--- src/rtl/dmem_arbiter_pkg.sv ---
// Shared definitions for the data-memory arbiter: state encoding and default sizes.
package dmem_arbiter_pkg;

  localparam int unsigned ADDR_W_DEF     = 10;
  localparam int unsigned DATA_W_DEF     = 32;
  localparam int unsigned STARVE_MAX_DEF = 4;
  // Starvation counter width; covers STARVE_MAX up to 15.
  localparam int unsigned STARVE_CNT_W   = 4;

  typedef enum logic {
    ARB_SHARED = 1'b0,
    ARB_LOCKED = 1'b1
  } arb_state_e;

endpackage

--- src/rtl/dmem_arbiter_rd_capture.sv ---
// Per-requester read response: one-cycle rvalid flop and a hold register that
// keeps the last returned word visible after rvalid drops.
module dmem_arbiter_rd_capture #(
  parameter int unsigned DATA_W = 32
) (
  input  logic              clk,
  input  logic              rst,
  input  logic              rd_issue_i,
  input  logic [DATA_W-1:0] mem_rdata_i,
  output logic              rvalid_o,
  output logic [DATA_W-1:0] rdata_c_o
);

  logic              rvalid_q;
  logic [DATA_W-1:0] hold_q;
  logic [DATA_W-1:0] hold_d;

  always_comb begin
    hold_d = hold_q;
    if (rvalid_q) begin
      hold_d = mem_rdata_i;
    end
  end

  always_ff @(posedge clk or negedge rst) begin
    if (!rst) begin
      rvalid_q <= 1'b0;
      hold_q   <= '0;
    end else begin
      rvalid_q <= rd_issue_i;
      hold_q   <= hold_d;
    end
  end

  assign rvalid_o  = rvalid_q;
  // Pass-through while valid, otherwise the captured word.
  assign rdata_c_o = hold_d;

endmodule

--- src/rtl/dmem_arbiter.sv ---
// Single-port data-memory arbiter between the CPU load/store stage and the
// debug/loader port: CPU priority, debug starvation guard, debug lock mode.
module dmem_arbiter
  import dmem_arbiter_pkg::*;
#(
  parameter int unsigned ADDR_W     = ADDR_W_DEF,
  parameter int unsigned DATA_W     = DATA_W_DEF,
  parameter int unsigned STARVE_MAX = STARVE_MAX_DEF
) (
  input  logic              clk,
  input  logic              rst,
  input  logic              cpu_req,
  input  logic              cpu_we,
  input  logic [ADDR_W-1:0] cpu_addr,
  input  logic [DATA_W-1:0] cpu_wdata,
  output logic              cpu_stall,
  output logic              cpu_rvalid,
  output logic [DATA_W-1:0] cpu_rdata,
  input  logic              dbg_req,
  input  logic              dbg_we,
  input  logic [ADDR_W-1:0] dbg_addr,
  input  logic [DATA_W-1:0] dbg_wdata,
  input  logic              dbg_lock,
  output logic              dbg_gnt,
  output logic              dbg_locked,
  output logic              dbg_rvalid,
  output logic [DATA_W-1:0] dbg_rdata,
  output logic              mem_ena,
  output logic              mem_we,
  output logic [ADDR_W-1:0] mem_addr,
  output logic [DATA_W-1:0] mem_wdata,
  input  logic [DATA_W-1:0] mem_rdata
);

  localparam logic [STARVE_CNT_W-1:0] StarveMax = STARVE_CNT_W'(STARVE_MAX);

  arb_state_e              state_q;
  arb_state_e              state_d;
  logic [STARVE_CNT_W-1:0] starve_q;
  logic [STARVE_CNT_W-1:0] starve_d;
  logic                    locked;
  logic                    dbg_win;
  logic                    cpu_gnt;
  logic                    cpu_rd_issue;
  logic                    dbg_rd_issue;

  assign locked = (state_q == ARB_LOCKED);

  // Next state, arbitration and memory-port mux.
  always_comb begin
    state_d      = state_q;
    starve_d     = starve_q;
    dbg_win      = 1'b0;
    cpu_gnt      = 1'b0;
    cpu_stall    = 1'b0;
    dbg_gnt      = 1'b0;
    mem_ena      = 1'b0;
    mem_we       = 1'b0;
    mem_addr     = '0;
    mem_wdata    = '0;
    cpu_rd_issue = 1'b0;
    dbg_rd_issue = 1'b0;

    unique case (state_q)
      ARB_SHARED: if (dbg_lock)  state_d = ARB_LOCKED;
      ARB_LOCKED: if (!dbg_lock) state_d = ARB_SHARED;
      default:                   state_d = ARB_SHARED;
    endcase

    dbg_win   = dbg_req & (locked | ~cpu_req | (starve_q == StarveMax));
    cpu_gnt   = cpu_req & ~dbg_win & ~locked;
    dbg_gnt   = dbg_win;
    cpu_stall = cpu_req & ~cpu_gnt;

    if (dbg_req && !dbg_win) begin
      starve_d = (starve_q == StarveMax) ? starve_q : starve_q + STARVE_CNT_W'(1);
    end else begin
      starve_d = '0;
    end

    if (dbg_win) begin
      mem_ena      = 1'b1;
      mem_we       = dbg_we;
      mem_addr     = dbg_addr;
      mem_wdata    = dbg_wdata;
      dbg_rd_issue = ~dbg_we;
    end else if (cpu_gnt) begin
      mem_ena      = 1'b1;
      mem_we       = cpu_we;
      mem_addr     = cpu_addr;
      mem_wdata    = cpu_wdata;
      cpu_rd_issue = ~cpu_we;
    end
  end

  always_ff @(posedge clk or negedge rst) begin
    if (!rst) begin
      state_q  <= ARB_SHARED;
      starve_q <= '0;
    end else begin
      state_q  <= state_d;
      starve_q <= starve_d;
    end
  end

  assign dbg_locked = locked;

  dmem_arbiter_rd_capture #(.DATA_W(DATA_W)) u_cpu_rd (
    .clk         (clk),
    .rst         (rst),
    .rd_issue_i  (cpu_rd_issue),
    .mem_rdata_i (mem_rdata),
    .rvalid_o    (cpu_rvalid),
    .rdata_c_o   (cpu_rdata)
  );

  dmem_arbiter_rd_capture #(.DATA_W(DATA_W)) u_dbg_rd (
    .clk         (clk),
    .rst         (rst),
    .rd_issue_i  (dbg_rd_issue),
    .mem_rdata_i (mem_rdata),
    .rvalid_o    (dbg_rvalid),
    .rdata_c_o   (dbg_rdata)
  );

endmodule

--- config.mk ---
export PLATFORM = sky130hd
export DESIGN_NAME = dmem_arbiter
export DESIGN_NICKNAME = d
export VERILOG_FILES = /design/src/rtl/dmem_arbiter_pkg.sv /design/src/rtl/dmem_arbiter_rd_capture.sv /design/src/rtl/dmem_arbiter.sv
export SDC_FILE = /design/constraint.sdc
export NUM_CORES = 1
export LEC_CHECK = 0
export BUFFER_PORTS_ARGS = -buffer_cell sky130_fd_sc_hd__buf_2
export CORE_ASPECT_RATIO = 0.75
export CORE_UTILIZATION = 43
export CTS_BUF_LIST = sky130_fd_sc_hd__clkbuf_4 sky130_fd_sc_hd__clkbuf_8 sky130_fd_sc_hd__clkbuf_16
export DETAILED_ROUTE_END_ITERATION = 8
export PLACE_DENSITY = 0.85
export SLEW_MARGIN = 0
export SYNTH_ARGS = -nofsm -noshare
export SYNTH_HDL_FRONTEND = slang
export SYNTH_SLANG_ARGS = --single-unit
--- constraint.sdc ---
create_clock -name clk -period 2.8 [get_ports clk]
set_input_delay 0.28 -clock clk [delete_from_list [all_inputs] [get_ports clk]]
set_output_delay 0.28 -clock clk [all_outputs]
set_load 0.01 [all_outputs]
# Yosys cells after proc, flatten, opt, wreduce, memory -nomap -nowiden
# Index checks and enable logic that the tools add are counted.
classes:
  addsub: 1
  n_eq_ne: 2
  n_mux: 16
  bitwise_logic: 12
  n_reduce_logical: 2
ops:
  columns: ["cell", "count"]
  rows:
  - ["2-to-1 mux 32 bit", 4]
  - ["2-to-1 mux 10 bit", 2]
  - ["2-to-1 mux 1 bit", 8]
  - ["2-to-1 mux 4 bit", 2]
  - ["inverter 1 bit", 6]
  - ["adder 4 x 1 -> 4 bit (second input constant)", 1]
  - ["AND 1 bit", 4]
  - ["== test 4 x 3 -> 1 bit (second input constant)", 1]
  - ["inequality test 2 bit (second input constant)", 1]
  - ["bitwise OR 1 bit", 2]
  - ["logical AND 1 bit", 1]
  - ["logical NOT 1 bit", 1]
totals:
  ff_bits: 71
  in_bits: 123
  out_inout_bits: 113

# Logic depth before layout (Yosys ltp)
depth:
  depth_word: 9
  mapped_depth: 8
  mapped_depth_nobuf: 5

# Modules after synthesis
# A second synthesis with hierarchy kept.
hier_totals:
  hier_cells: 217
  area_unflattened_um2: 3477.1
modules_own_cells:
  columns: ["mod", "instances", "cells_per_inst", "area_per_inst_um2", "seq_area_each_um2"]
  rows:
  - ["dmem_arbiter_rd_capture", 2, 69, 1370.1, 825.8]
  - ["dmem_arbiter", 1, 79, 737.0, 125.1]

# Worst setup path after synthesis
# OpenSTA, ideal clock, no wires.
synth_timing:
  path_kind: "flip-flop to output port"
  start: "register starve_q[0]"
  end: "output port mem_addr[0]"
  arrival_ps: 1547
  setup_slack_ps: 973
  path_stages_with_launch: 9
  path_buffers: 3
  path_cell_list: "dfrtp_1 inv_1 ha_1 and3b_1 buf_6 o21a_1 buf_6 buf_6 a22o_1"
synth_between:
  elab_chain_len: 8
synth_rtl:
  columns: ["item", "line_no", "source"]
  rows:
  - ["start: declaration", "dmem_arbiter.sv:39", "logic [STARVE_CNT_W-1:0] starve_q;"]
  - ["start signal: assignment", "dmem_arbiter.sv:102", "starve_q <= starve_d;"]
  - ["== test 4 x 3 -> 1 bit *", "dmem_arbiter.sv:70", "dbg_win = dbg_req & (locked | ~cpu_req | (starve_q == StarveMax));"]
  - ["bitwise OR 1 bit *", "dmem_arbiter.sv:70", null]
  - ["AND 1 bit *", "dmem_arbiter.sv:70", null]
  - ["via dbg_gnt", "dmem_arbiter.sv:24", "output logic dbg_gnt,"]
  - ["inverter 1 bit", "dmem_arbiter.sv:71", "cpu_gnt = cpu_req & ~dbg_win & ~locked;"]
  - ["AND 1 bit (2 in series)", "dmem_arbiter.sv:71", null]
  - ["2-to-1 mux 10 bit", "dmem_arbiter.sv:87", "end else if (cpu_gnt) begin"]
  - ["2-to-1 mux 10 bit *", "dmem_arbiter.sv:81", "if (dbg_win) begin"]
  - ["end: declaration", "dmem_arbiter.sv:30", "output logic [ADDR_W-1:0] mem_addr,"]
# Mark *: on every way through the listed nets, which the timed path passes. The rest lies on a longest branch.

# Worst setup path in the final report
layout_timing:
  start: "register starve_q[0]"
  end: "output port mem_wdata[1]"
layout_between:
  elab_chain_len: 8
layout_rtl:
  columns: ["item", "line_no", "source"]
  rows:
  - ["== test 4 x 3 -> 1 bit *", "dmem_arbiter.sv:70", null]
  - ["bitwise OR 1 bit *", "dmem_arbiter.sv:70", null]
  - ["AND 1 bit *", "dmem_arbiter.sv:70", null]
  - ["inverter 1 bit", "dmem_arbiter.sv:71", null]
  - ["AND 1 bit (2 in series)", "dmem_arbiter.sv:71", null]
  - ["2-to-1 mux 32 bit", "dmem_arbiter.sv:87", null]
  - ["2-to-1 mux 32 bit *", "dmem_arbiter.sv:81", null]
  - ["end: declaration", "dmem_arbiter.sv:31", "output logic [DATA_W-1:0] mem_wdata,"]
# Mark *: on every way between the ends. The rest lies on a longest branch, timed or not.

==> results.md <==
* DR iter-0 viols at 96
* IO Count at 236
* Post-synth EDFFs at 0
* Minimum clock period at 2.48 ns
* Via count at 2788
* Initial antenna violation count at 1
* Pin count of the biggest net entering global routing at 72
* Synth warn at 0
* Critical path arrival at 2.20 ns
* Post-synth ARST share at 1.00
* Clk sinks at 71
* Slew HR at 0.433
* Max clock buf depth at 2
* Synth Cell Area at 3150 um2
* Slowest cell on the critical path: dfrtp_1
* Die area at 7670 um2
* Pwr dens at 648 nW/um2
* Number of port buffers at 235
* Hold-fix buffers at CTS at 0
* Row count at 26
* Critical path depth at 7
* All-Layer GR Usage at 0.251
* Startpoint Class: flip-flop
* Area contributors post-synth: dfrtp_1, mux2_2, a22o_1, mux2_1, buf_6
* Post-CTS Setup Inserts at 0
* Max Cap Viol at 0
* Final Setup Violations at 0
* Vias in the first global route at 2879
* Fillcell total at 541
* Die H at 76.1 um
* Final setup TNS at 0 ns
* Clock Latency Late Sink at 0.33 ns
* Ys flop type: dfrtp_1
* Crit Path Category: flip-flop to output port
* Final slew viol count at 0
* CP peak stage delay at 0.42 ns
* Core area at 6930 um2
* Total design power at 3.01 mW
* Die Wd at 101 um
* Slew @ Worst Pin at 0.851 ns
* Worst hold slack at 0.0594 ns
* RSZ-0062 raised after global routing: false
* Final period util at 0.885
* Worst vdd ir at 0.369 mV
* RePlAce Congestion at 0.894
* CTS buffer count at 9
* Crit path cell chain: inv_1 -> ha_1 -> and3b_1 -> o21a_1 -> buf_12 -> a22o_1 -> buf_2
* Count of state elements after synthesis at 71
* Layout cells sized above 1 at 0.688
* CTS root buf: clkbuf_8
* Worst r2r path cells at 5
* Synth Instances at 217
* Wire per inst at 17.2 um
* CP bufs+invs at 3
* DR pass1 iterations at 4
* LEAKAGE at 2.44 nW
* Sequential-to-total area share from yosys stat at 0.565
* Mean Syn Cell Area at 14.5 um2
* FMAX at 404 MHz
* Largest area contributor in the netlist: dfrtp_1
* First-pass GRT wire length at 14500 um
* CP Max Fanout at 37
* Syn nets at 342
* Status: completed
* WP data required at 2.52 ns
* HP Class: input port to flip-flop
* Synth cell types at 21
* Crit path max-delay family: compound AO/OA/AOI/OAI gates
* DP HPWL at 7480 um
* Crit end category: output port
* DR vias/cell at 5.03
* Final Hold Viols at 0
* PostCTS Resize Cnt at 0
* Remaining global-route overflow at 0
* Antenna-violating nets left at 0
* Initial core utilization at 0.454
* Syn-to-layout area delta at 47.8%
* H-Tree Depth at 3
* Reg clk slew, reported paths at 0.07 ns
* Layout net count at 576
* Synth top area share at 0.565
* Worst Skew at 0.00686 ns
* # DRC at 0
* CTS tree: done
* Worst hold path cell count at 1
* Drt total wl at 9520 um
==> worst paths after layout <==
path,start,to,slack (ns)
max,starve_q[0]$_DFFE_PN0P_,mem_wdata[1],0.32
min,dbg_lock,dbg_locked$_DFF_PN0_,0.06
max reg2reg,starve_q[0]$_DFFE_PN0P_,u_cpu_rd.rvalid_o$_DFF_PN0_,1.35
min reg2reg,u_cpu_rd.hold_q[2]$_DFF_PN0_,u_cpu_rd.hold_q[2]$_DFF_PN0_,0.49
max in group asynchronous,rst,u_cpu_rd.hold_q[30]$_DFF_PN0_,2.11
min in group asynchronous,rst,u_cpu_rd.hold_q[15]$_DFF_PN0_,0.15
==> flip-flops by register name (all words and copies together), names as in the netlist <==
register           cells
u_cpu_rd.rvalid_o      1
u_dbg_rd.hold_q       32
u_dbg_rd.rvalid_o      1
u_cpu_rd.hold_q       32
dbg_locked             1
starve_q               4
==> synthesized netlist by cell type, types with 2 or more instances <==
| cell type | n |
|---|---|
| ha_1 | 2 |
| dfrtp_1 | 71 |
| buf_2 | 10 |
| and3_1 | 2 |
| nor4_1 | 2 |
| inv_1 | 3 |
| buf_6 | 6 |
| mux2_1 | 8 |
| a22o_1 | 43 |
| xnor2_1 | 2 |
| mux2_2 | 56 |
| clkbuf_1 | 2 |
| nor2b_1 | 2 |
==> cell type report <==
class	instances	area (um2)	area share
Sequential cell	71	1780	0.382
Inverter	3	11.3	0.00242
Timing Repair Buffer	241	1260	0.271
Multi-Input combinational cell	125	1230	0.265
Tap cell	98	123	0.0264
Clock inverter	5	106	0.0229
Antenna cell	1	2.50	0.000538
Clock buffer	10	138	0.0296
==> power breakdown <==
part	total (mW)	internal, mW	switching, mW
sequential	1.24	1.19	0.0474
clock	0.974	0.612	0.362
combinational	0.795	0.391	0.404
total	3.01	2.20	0.814
==> per-layer routing <==
layer / share of wire / vias up / global-route usage
met5: 0 / - / 0
met1: 0.41 / 1364 / 0.299
met3: 0.072 / 14 / 0.0725
met2: 0.51 / 136 / 0.412
met4: 0.017 / 0 / 0.126
li1: - / 1274 / -
==> metrics by stage <==
stage / std cells / area, um2 / util / setup slack, ns
final: 554 / 4650 / 0.671 / 0.323
after global routing: 554 / 4650 / 0.671 / 0.189
after CTS: 553 / 4650 / 0.671 / 0.332
after detailed placement: 538 / 4400 / 0.635 / 0.728
after global placement: 538 / 4400 / 0.635 / 0.795
after floorplan: 217 / 3150 / - / 0.973
==> layout by cell type (no fill, tap or decap) <==
cell,n
a21oi_4,1
a22o_1,43
and3_1,2
and3b_1,1
buf_12,3
buf_2,235
buf_4,3
bufinv_16,3
clkbuf_8,10
clkinv_4,1
clkinvlp_4,1
dfrtp_1,71
diode_2,1
ha_1,2
inv_1,3
mux2_1,8
mux2_2,56
nand2_1,1
nand2b_1,1
nand3_1,1
nor2_1,1
nor2b_1,2
nor3_1,1
nor4_1,2
o21a_1,1
xnor2_1,2
==> kinds of logic (layout without fill, tap and decap cells) <==
kind of cell | after synthesis | after routing | synth area share
flops | 71 | 71 | 0.565
compound gates | 45 | 45 | 0.127
mux | 64 | 64 | 0.229
xor+xnor | 2 | 2 | 0.00557
fa+ha+maj | 2 | 2 | 0.00795
buf+inv | 21 | 259 | 0.0433
other cells | 0 | 1 | 0
simple gates | 12 | 12 | 0.0223
Power figures use the tool's default switching activity.
